`config.mk`:
```
export PLATFORM = sky130hd
export DESIGN_NAME = mux4
export DESIGN_NICKNAME = d
export VERILOG_FILES = /design/src/rtl/mux4.sv
export SDC_FILE = /design/constraint.sdc
export NUM_CORES = 1
export LEC_CHECK = 0
export ABC_AREA = 1
export ABC_CLOCK_PERIOD_IN_PS = 800
export CORE_MARGIN = 2
export CORE_UTILIZATION = 32
export CTS_CLUSTER_SIZE = 28
export DETAILED_ROUTE_END_ITERATION = 12
export PLACE_DENSITY = 0.76
export SYNTH_ARGS = -nofsm -noshare
export SYNTH_HDL_FRONTEND = slang
export SYNTH_SLANG_ARGS = --single-unit
```
`constraint.sdc`:
```
create_clock -name i_clk -period 0.8 [get_ports i_clk]
set_input_delay 0.08 -clock i_clk [delete_from_list [all_inputs] [get_ports i_clk]]
set_output_delay 0.08 -clock i_clk [all_outputs]
set_load 0.01 [all_outputs]
```
`src/rtl/mux4.sv`:
```
// Parameterised 4:1 data multiplexer: a zero-latency combinational output
// plus a registered copy of the selected data, its select, and a sticky valid flag.
module mux4 #(
  parameter int WIDTH = 8
) (
  input  logic             i_clk,
  input  logic             i_rst_n,
  input  logic [WIDTH-1:0] i_a,
  input  logic [WIDTH-1:0] i_b,
  input  logic [WIDTH-1:0] i_c,
  input  logic [WIDTH-1:0] i_d,
  input  logic [1:0]       i_sel,
  input  logic             i_en,
  output logic [WIDTH-1:0] o_out,
  output logic [WIDTH-1:0] o_out_q,
  output logic [1:0]       o_sel_q,
  output logic             o_valid_q
);

  // The registered path captures the same mux result that drives o_out.
  // A shared decode keeps the two paths from ever disagreeing.
  always_comb begin
    // NOTE: assign a default before the case so no path can leave o_out unassigned and infer a latch.
    o_out = '0;
    case (i_sel)
      2'd0:    o_out = i_a;
      2'd1:    o_out = i_b;
      2'd2:    o_out = i_c;
      2'd3:    o_out = i_d;
      default: o_out = '0;
    endcase
  end

  // o_valid_q is sticky: once any capture happens it stays high until reset.
  always_ff @(posedge i_clk or negedge i_rst_n) begin
    // NOTE: state registers use non-blocking assignments so every flop samples pre-edge values.
    if (!i_rst_n) begin
      o_out_q   <= '0;
      o_sel_q   <= 2'd0;
      o_valid_q <= 1'b0;
    end else if (i_en) begin
      o_out_q   <= o_out;
      o_sel_q   <= i_sel;
      o_valid_q <= 1'b1;
    end
  end

endmodule

```
== Yosys cells after proc, flatten, opt, wreduce, memory -nomap -nowiden ==
Index checks and enable logic that the tools add are counted.

* Eq/ne operators: 3
* Muxes and demuxes: 1
* Reductions and logical operators: 1

{| class="wikitable"
|+ Operator list
! kind !! number
|-
| $pmux W8 S4 || 1
|-
| $eq A2 B2 Y1 const B || 2
|-
| $eq A2 B1 Y1 const B || 1
|-
| $logic_not A2 Y1 || 1
|}

* Bits in registers: 11
* Input bits: 37
* Logic and storage cells: 8

== Depth between registers and ports, before layout ==
Gate-level depths: netlist of the first run.

* Word-level depth: 2
* Depth in mapped cells: 6

== Worst setup path after synthesis of the first run ==
OpenSTA, ideal clock, no wires.

* Path type: register to register
* From: register, netlist name o_valid_q
* To: register o_valid_q
* Arrival time: 0.654 ns
* Data required time: 0.673 ns
* Setup slack: 0.019 ns
* Stages on the path, launching flop included: 2
* Path buffers: 0
* Period minus slack after synthesis: 0.781 ns
* Cells stage by stage: dfrtp_1 -> or2_2

{| class="wikitable"
|+ RTL lines
! what !! line !! RTL
|-
| to (signal assigned) || 40 || <nowiki>o_valid_q <= 1'b0;</nowiki>
|-
| to (signal assigned) || 44 || <nowiki>o_valid_q <= 1'b1;</nowiki>
|-
| to (decl) || 17 || <nowiki>output logic o_valid_q</nowiki>
|}

== Worst setup path after layout of the first run ==
* From: input i_sel[1]
* To: output o_out[3]

* Longest elaborated chain between the ends: 2
* Elaborated cells on any way between the ends: 5

{| class="wikitable"
|+ Ends and longest elaborated chain
! what !! line !! RTL
|-
| from (decl) || 12 || <nowiki>input logic [1:0] i_sel,</nowiki>
|-
| $eq A2 B2 Y1, or another cell as far along || 25 || <nowiki>case (i_sel)</nowiki>
|-
| $pmux W8 S4 (*) || 25 ||
|-
| to (decl) || 14 || <nowiki>output logic [WIDTH-1:0] o_out,</nowiki>
|}

Mark *: on every way between the ends. The rest lies on a longest branch, timed or not.

==> impl_metrics.json, run 1 <==
{
  "run_status": "complete, but fails checks",
  "violations": "setup timing",
  "drive_above_1_share_pct": 55.5,
  "postLayoutCellArea_sq_um": 1740,
  "worstPathMaxFanout": 5,
  "portBuffers": 55,
  "syn_area_sq_um": 828,
  "wl_um": 2940,
  "hpwl_um": 1960,
  "critPathTopFamily": "buffers and inverters",
  "rows": 18,
  "fill_cells": 193,
  "clkLatencyLatePin_ps": 270,
  "hold_ws_ps": 95.9,
  "grt_util_met1_pct": 23.0,
  "period_minus_slack_ps": 975,
  "cts_hold_buf": 0,
  "setup-violations-final": 24,
  "power_density_nw_per_um2": 1090,
  "post-route-period-util_pct": 122,
  "end_kind": "output port",
  "worst_slack_ps": -175,
  "die_x_um": 54.9,
  "met2_usage_pct": 40.1,
  "cts_made_buffers": 3,
  "vias": 1078,
  "globalplace.congestion": 0.815,
  "path_class": "in2out",
  "diodes": 0,
  "htreeDepth": 1,
  "die_y_um": 54.9,
  "multi_input_area_sq_um": 574,
  "crit_top_cell": "buf_8",
  "overflow": 0,
  "placed_area_sq_um": 1520,
  "syn-num-nets": 143,
  "initial_core_util_pct": 33.7,
  "hold_viol_final": 0,
  "ys_ff_latch": 11,
  "max_stage_delay_ps": 140,
  "fmax_mhz": 1030,
  "clk_pin_slew_ps": 70,
  "tritoncts": "done",
  "finalPower_mw": 1.90,
  "r2r_cells": 1,
  "grt_pass1_vias": 1074,
  "pre_cts_slack_ps": -1020,
  "antenna_found_initial": 0,
  "coreArea_sq_um": 2450,
  "pin_count": 56,
  "p_leak_nw": 0.921,
  "syn_to_final_growth_pct": 110,
  "grt_use_met3_pct": 6.83,
  "ir_drop_mv": 1.24,
  "skew_ps": 0,
  "timing.slew.headroom_pct": 87.2,
  "via_per_inst": 4.69,
  "nets": 238,
  "syn_inst": 106,
  "slowest_stage": "buf_6",
  "crit_buf_inv": 4,
  "clockBufferDepth": 2,
  "seqCellArea_sq_um": 275,
  "root_buffer": "clkbuf_4",
  "synth_warnings": 0,
  "ant_nets": 0,
  "cap_violations": 0,
  "wl_per_cell_um": 12.8,
  "dr.first_iter.drc_count": 11,
  "syn_avg_cell_area_sq_um": 7.81,
  "die_area_sq_um": 3010,
  "path_depth": 7,
  "start_kind": "input pin",
  "yosysSeqAreaShare_pct": 33.2,
  "grt_max_degree": 13,
  "grt_use_total_pct": 21.5,
  "worstMarginPinSlew_ps": 192,
  "grt.busiest_layer": "met2",
  "cts.sinks": 11,
  "rsz0062_at_grt": "true",
  "firstDrtPassIters": 3,
  "slew_viol_final": 0,
  "required_ps": 720,
  "hold_class": "in2async",
  "critPathArrivalTime_ps": 890,
  "drcViolationCount": 0,
  "crit_chain": "buf_8 > buf_8 > nor2_4 > buf_6 > nand2_2 > and2_1 > buf_2",
  "grt_pass1_wl_um": 4570,
  "synth_cell_types": 16
}
## Yosys cell counts
cell type | n | share of area, %
buf_2 | 1 | 0.60
buf_6 | 2 | 2.7
inv_2 | 2 | 0.91
inv_1 | 9 | 4.1
nand2_1 | 27 | 12
nand3_2 | 8 | 9.7
nand2_2 | 6 | 4.5
nor2_2 | 1 | 0.76
and2_1 | 8 | 6.0
o21bai_2 | 8 | 11
clkinv_2 | 1 | 0.60
nand3_1 | 18 | 11
or2_2 | 1 | 0.76
o21ai_0 | 2 | 1.2
dfrtp_1 | 11 | 33
buf_4 | 1 | 0.91
## registers in the layout (all words and copies together) (netlist names)
signal	count
o_out_q	8
o_valid_q	1
o_sel_q	2
## timing repair
| item | CTS | global route |
|---|---|---|
| endpoints found under the setup margin | 29 | 28 |
| pin swaps | 47 | 1 |
| resized for setup | 157 | 8 |
| setup buffers | 21 | 3 |
| cloned | 1 | 0 |
## per-layer routing
metal | wire length [um] | vias to the layer above
li1 | - | 534
met1 | 1070 | 493
met2 | 1560 | 45
met3 | 257 | 6
met4 | 60 | 0
met5 | 0 | -
## per-stage QoR
stage / utilization [%] / instances / setup TNS [ps]
2_1_floorplan: - / 106 / 0
3_3_place_gp: 61.8 / 205 / -15080
3_5_place_dp: 61.8 / 205 / -15510
4_1_cts: 68.8 / 228 / -2000
5_1_grt: 70.7 / 230 / -3240
6_report: 70.7 / 230 / -2230
## layout make-up
type,count,share of cell area (%)
clock buffer,4,1.51
inverter,12,3.46
multi-input combinational,79,33.1
sequential,11,15.9
tap,30,2.16
timing repair buffer,94,43.9
## logic make-up after synthesis
group,synth area share (%)
flip-flops,33.2
AND/OR/NAND/NOR,44.9
buffers and inverters,9.82
AO/OA/AOI/OAI,12.1
## path summary, 6_finish.rpt
check / start / end / slack (ps)
min: i_rst_n / o_out_q[0]$_DFFE_PN0P_ / 100
max reg2reg: o_valid_q$_DFFE_PN0P_ / o_valid_q$_DFFE_PN0P_ / 50
min reg2reg: o_valid_q$_DFFE_PN0P_ / o_valid_q$_DFFE_PN0P_ / 470
max: i_sel[1] / o_out[3] / -170
max in group asynchronous: i_rst_n / o_out_q[4]$_DFFE_PN0P_ / 550
min in group i_clk: i_d[2] / o_out_q[2]$_DFFE_PN0P_ / 290
## report_power, final
part           internal, mW  switching (mW)  leakage (nW)  total (mW)
clock network         0.193           0.184        0.0150       0.377
registers             0.613          0.0279         0.132       0.641
logic                 0.495           0.387         0.774       0.883
## cells in the final DEF, fill, tap and decap left out, types with 3 or more instances in the layout
cell type      synthesis  final
o21bai_2               8      5
nand2_1               27     17
buf_4                  1     32
and2_4                 0      3
o21bai_4               0      3
nand3_1               18     11
nand2_2                6     16
inv_1                  9      8
clkbuf_4               0      3
dlygate4sd2_1          0     32
nand3_2                8     14
buf_2                  1     16
dfrtp_1               11     11
buf_6                  2     10
and2_1                 8      5
No activity file was read; power rests on OpenSTA's default activity.
==> run 2: changes to the inputs <==
--- a/config.mk
+++ b/config.mk
@@ -6,10 +6,8 @@
 export NUM_CORES = 1
 export LEC_CHECK = 0
 export ABC_AREA = 1
-export ABC_CLOCK_PERIOD_IN_PS = 800
-export CORE_MARGIN = 2
 export CORE_UTILIZATION = 32
-export CTS_CLUSTER_SIZE = 28
+export CTS_CLUSTER_SIZE = 16
 export DETAILED_ROUTE_END_ITERATION = 12
 export PLACE_DENSITY = 0.76
 export SYNTH_ARGS = -nofsm -noshare
==> impl_metrics.json, run 2 (synthesized netlist as in run 1, its figures left out) <==
{
  "postLayoutCellArea_sq_um": 1840,
  "tritoncts": "done",
  "path_class": "in2out",
  "coreArea_sq_um": 2450,
  "diodes": 0,
  "setup-violations-final": 23,
  "fmax_mhz": 988,
  "pre_cts_slack_ps": -1020,
  "placed_area_sq_um": 1520,
  "dr.first_iter.drc_count": 17,
  "via_per_inst": 5.00,
  "grt_pass1_wl_um": 5040,
  "clk_pin_slew_ps": 80,
  "reg_top3": "o_out_q (8), o_sel_q (2), o_valid_q (1)",
  "wl_per_cell_um": 15.1,
  "initial_core_util_pct": 33.7,
  "drive_above_1_share_pct": 55.9,
  "overflow": 0,
  "end_kind": "output port",
  "vias": 1160,
  "layout_commonest_cell": "dlygate4sd2_1",
  "ant_nets": 0,
  "r2r_cells": 3,
  "required_ps": 720,
  "largest_reg_flops": 8,
  "clockBufferDepth": 2,
  "regMostFlops": "o_out_q",
  "final_cell_mix": "dlygate4sd2_1, buf_4, nand2_1, buf_6, buf_2",
  "cts.sinks": 11,
  "pin_count": 56,
  "reg2reg_setup_slack_ps": 10,
  "htreeDepth": 1,
  "cts_made_buffers": 3,
  "wl_um": 3500,
  "nets": 240,
  "globalplace.congestion": 0.793,
  "ir_drop_mv": 1.30,
  "die_x_um": 52.9,
  "power_density_nw_per_um2": 1110,
  "finalPower_mw": 2.04,
  "worstMarginPinSlew_ps": 256,
  "hold_class": "in2async",
  "firstDrtPassIters": 4,
  "die_area_sq_um": 2800,
  "timing.slew.headroom_pct": 82.8,
  "grt_use_total_pct": 25.4,
  "p_leak_nw": 0.994,
  "post-route-period-util_pct": 126,
  "grt_pass1_vias": 1170,
  "rows": 18,
  "portBuffers": 55,
  "r2r-end": "o_sel_q[1]$_DFFE_PN0P_",
  "hold_ws_ps": 85.1,
  "worst_slack_ps": -212,
  "critPathArrivalTime_ps": 930,
  "die_y_um": 52.9,
  "run_status": "complete, but fails checks",
  "rsz0062_at_grt": "true",
  "cts_hold_buf": 0,
  "slew_viol_final": 0,
  "hold_viol_final": 0,
  "drcViolationCount": 0,
  "rr_startpoint": "o_sel_q[1]$_DFFE_PN0P_",
  "root_buffer": "clkbuf_4",
  "worstPathMaxFanout": 5,
  "period_minus_slack_ps": 1010,
  "antenna_found_initial": 0,
  "start_kind": "input pin",
  "violations": "setup timing",
  "finalSetupTns_ps": -2670,
  "hpwl_um": 1920,
  "clkLatencyLatePin_ps": 270,
  "syn_to_final_growth_pct": 123,
  "fill_cells": 160,
  "cap_violations": 0,
  "skew_ps": 0,
  "grt_max_degree": 13
}
## run 2: changes by cell type in the layout (fill, tap and decap cells not counted), sizes merged
| cell | delta |
|---|---|
| clkinv | -1 |
| dlymetal6s2s | +1 |
| dlygate4sd2 | -3 |
| inv | +1 |
| clkinvlp | +2 |
| clkdlybuf4s15 | +2 |
## run 2: final cells by class
cell class | instances | area, sq um | share of cell area (%)
multi-input combinational | 79 | 619 | 33.6
timing repair buffer | 94 | 805 | 43.7
sequential | 11 | 275 | 14.9
clock buffer | 4 | 26.3 | 1.43
inverter | 12 | 68.8 | 3.73
timing repair inverter | 2 | 11.3 | 0.611
tap | 30 | 37.5 | 2.04
## run 2: per-layer routing
| layer | up-vias | wire (um) | part of all wire (%) | GRT usage (%) |
|---|---|---|---|---|
| met1 | 543 | 1260 | 36 | 26.5 |
| li1 | 535 | - | - | - |
| met5 | - | 0 | 0 | 0 |
| met4 | 0 | 108 | 3.1 | 8.77 |
| met3 | 12 | 273 | 7.8 | 8.33 |
| met2 | 70 | 1850 | 53 | 46.8 |
## run 2: per-stage QoR
stage / util [%] / instances
after floorplan: - / 106
after global placement: 61.8 / 205
after detailed placement: 61.8 / 205
after CTS: 69.4 / 229
after global routing: 75.1 / 232
final: 75.1 / 232
## run 2: how the worst max path moves through the flow
stage,startpoint,end,slack (ps),cells after the start
after floorplan,o_valid_q$_DFFE_PN0P_,o_valid_q$_DFFE_PN0P_,20,1
after CTS,i_sel[1],o_out[5],-140,7
after global placement,i_sel[1],o_out[3],-980,7
after detailed placement,i_sel[1],o_out[4],-1020,6
final,i_sel[1],o_out[3],-210,7
after global routing,i_sel[1],o_out[3],-230,7
## run 2: repair_timing
| action | CTS | global route |
|---|---|---|
| resized for setup | 158 | 28 |
| endpoints found under the setup margin | 29 | 29 |
| hold endpoints to repair | 0 | 0 |
| pin swaps | 47 | 13 |
| cloned | 2 | 1 |
| setup buffers | 21 | 5 |
## run 2: critical path: stages
cell and delay, ps:
buf_8 100, buf_8 140, nor2_4 130, buf_6 140, nand2_2 70, and2_4 150, buf_6 120
## run 2: power by group
group	leakage, nW	switching, mW	internal [mW]	total [mW]
Clock	0.0150	0.208	0.194	0.402
Sequential	0.132	0.0316	0.613	0.644
Combinational	0.847	0.439	0.559	0.998
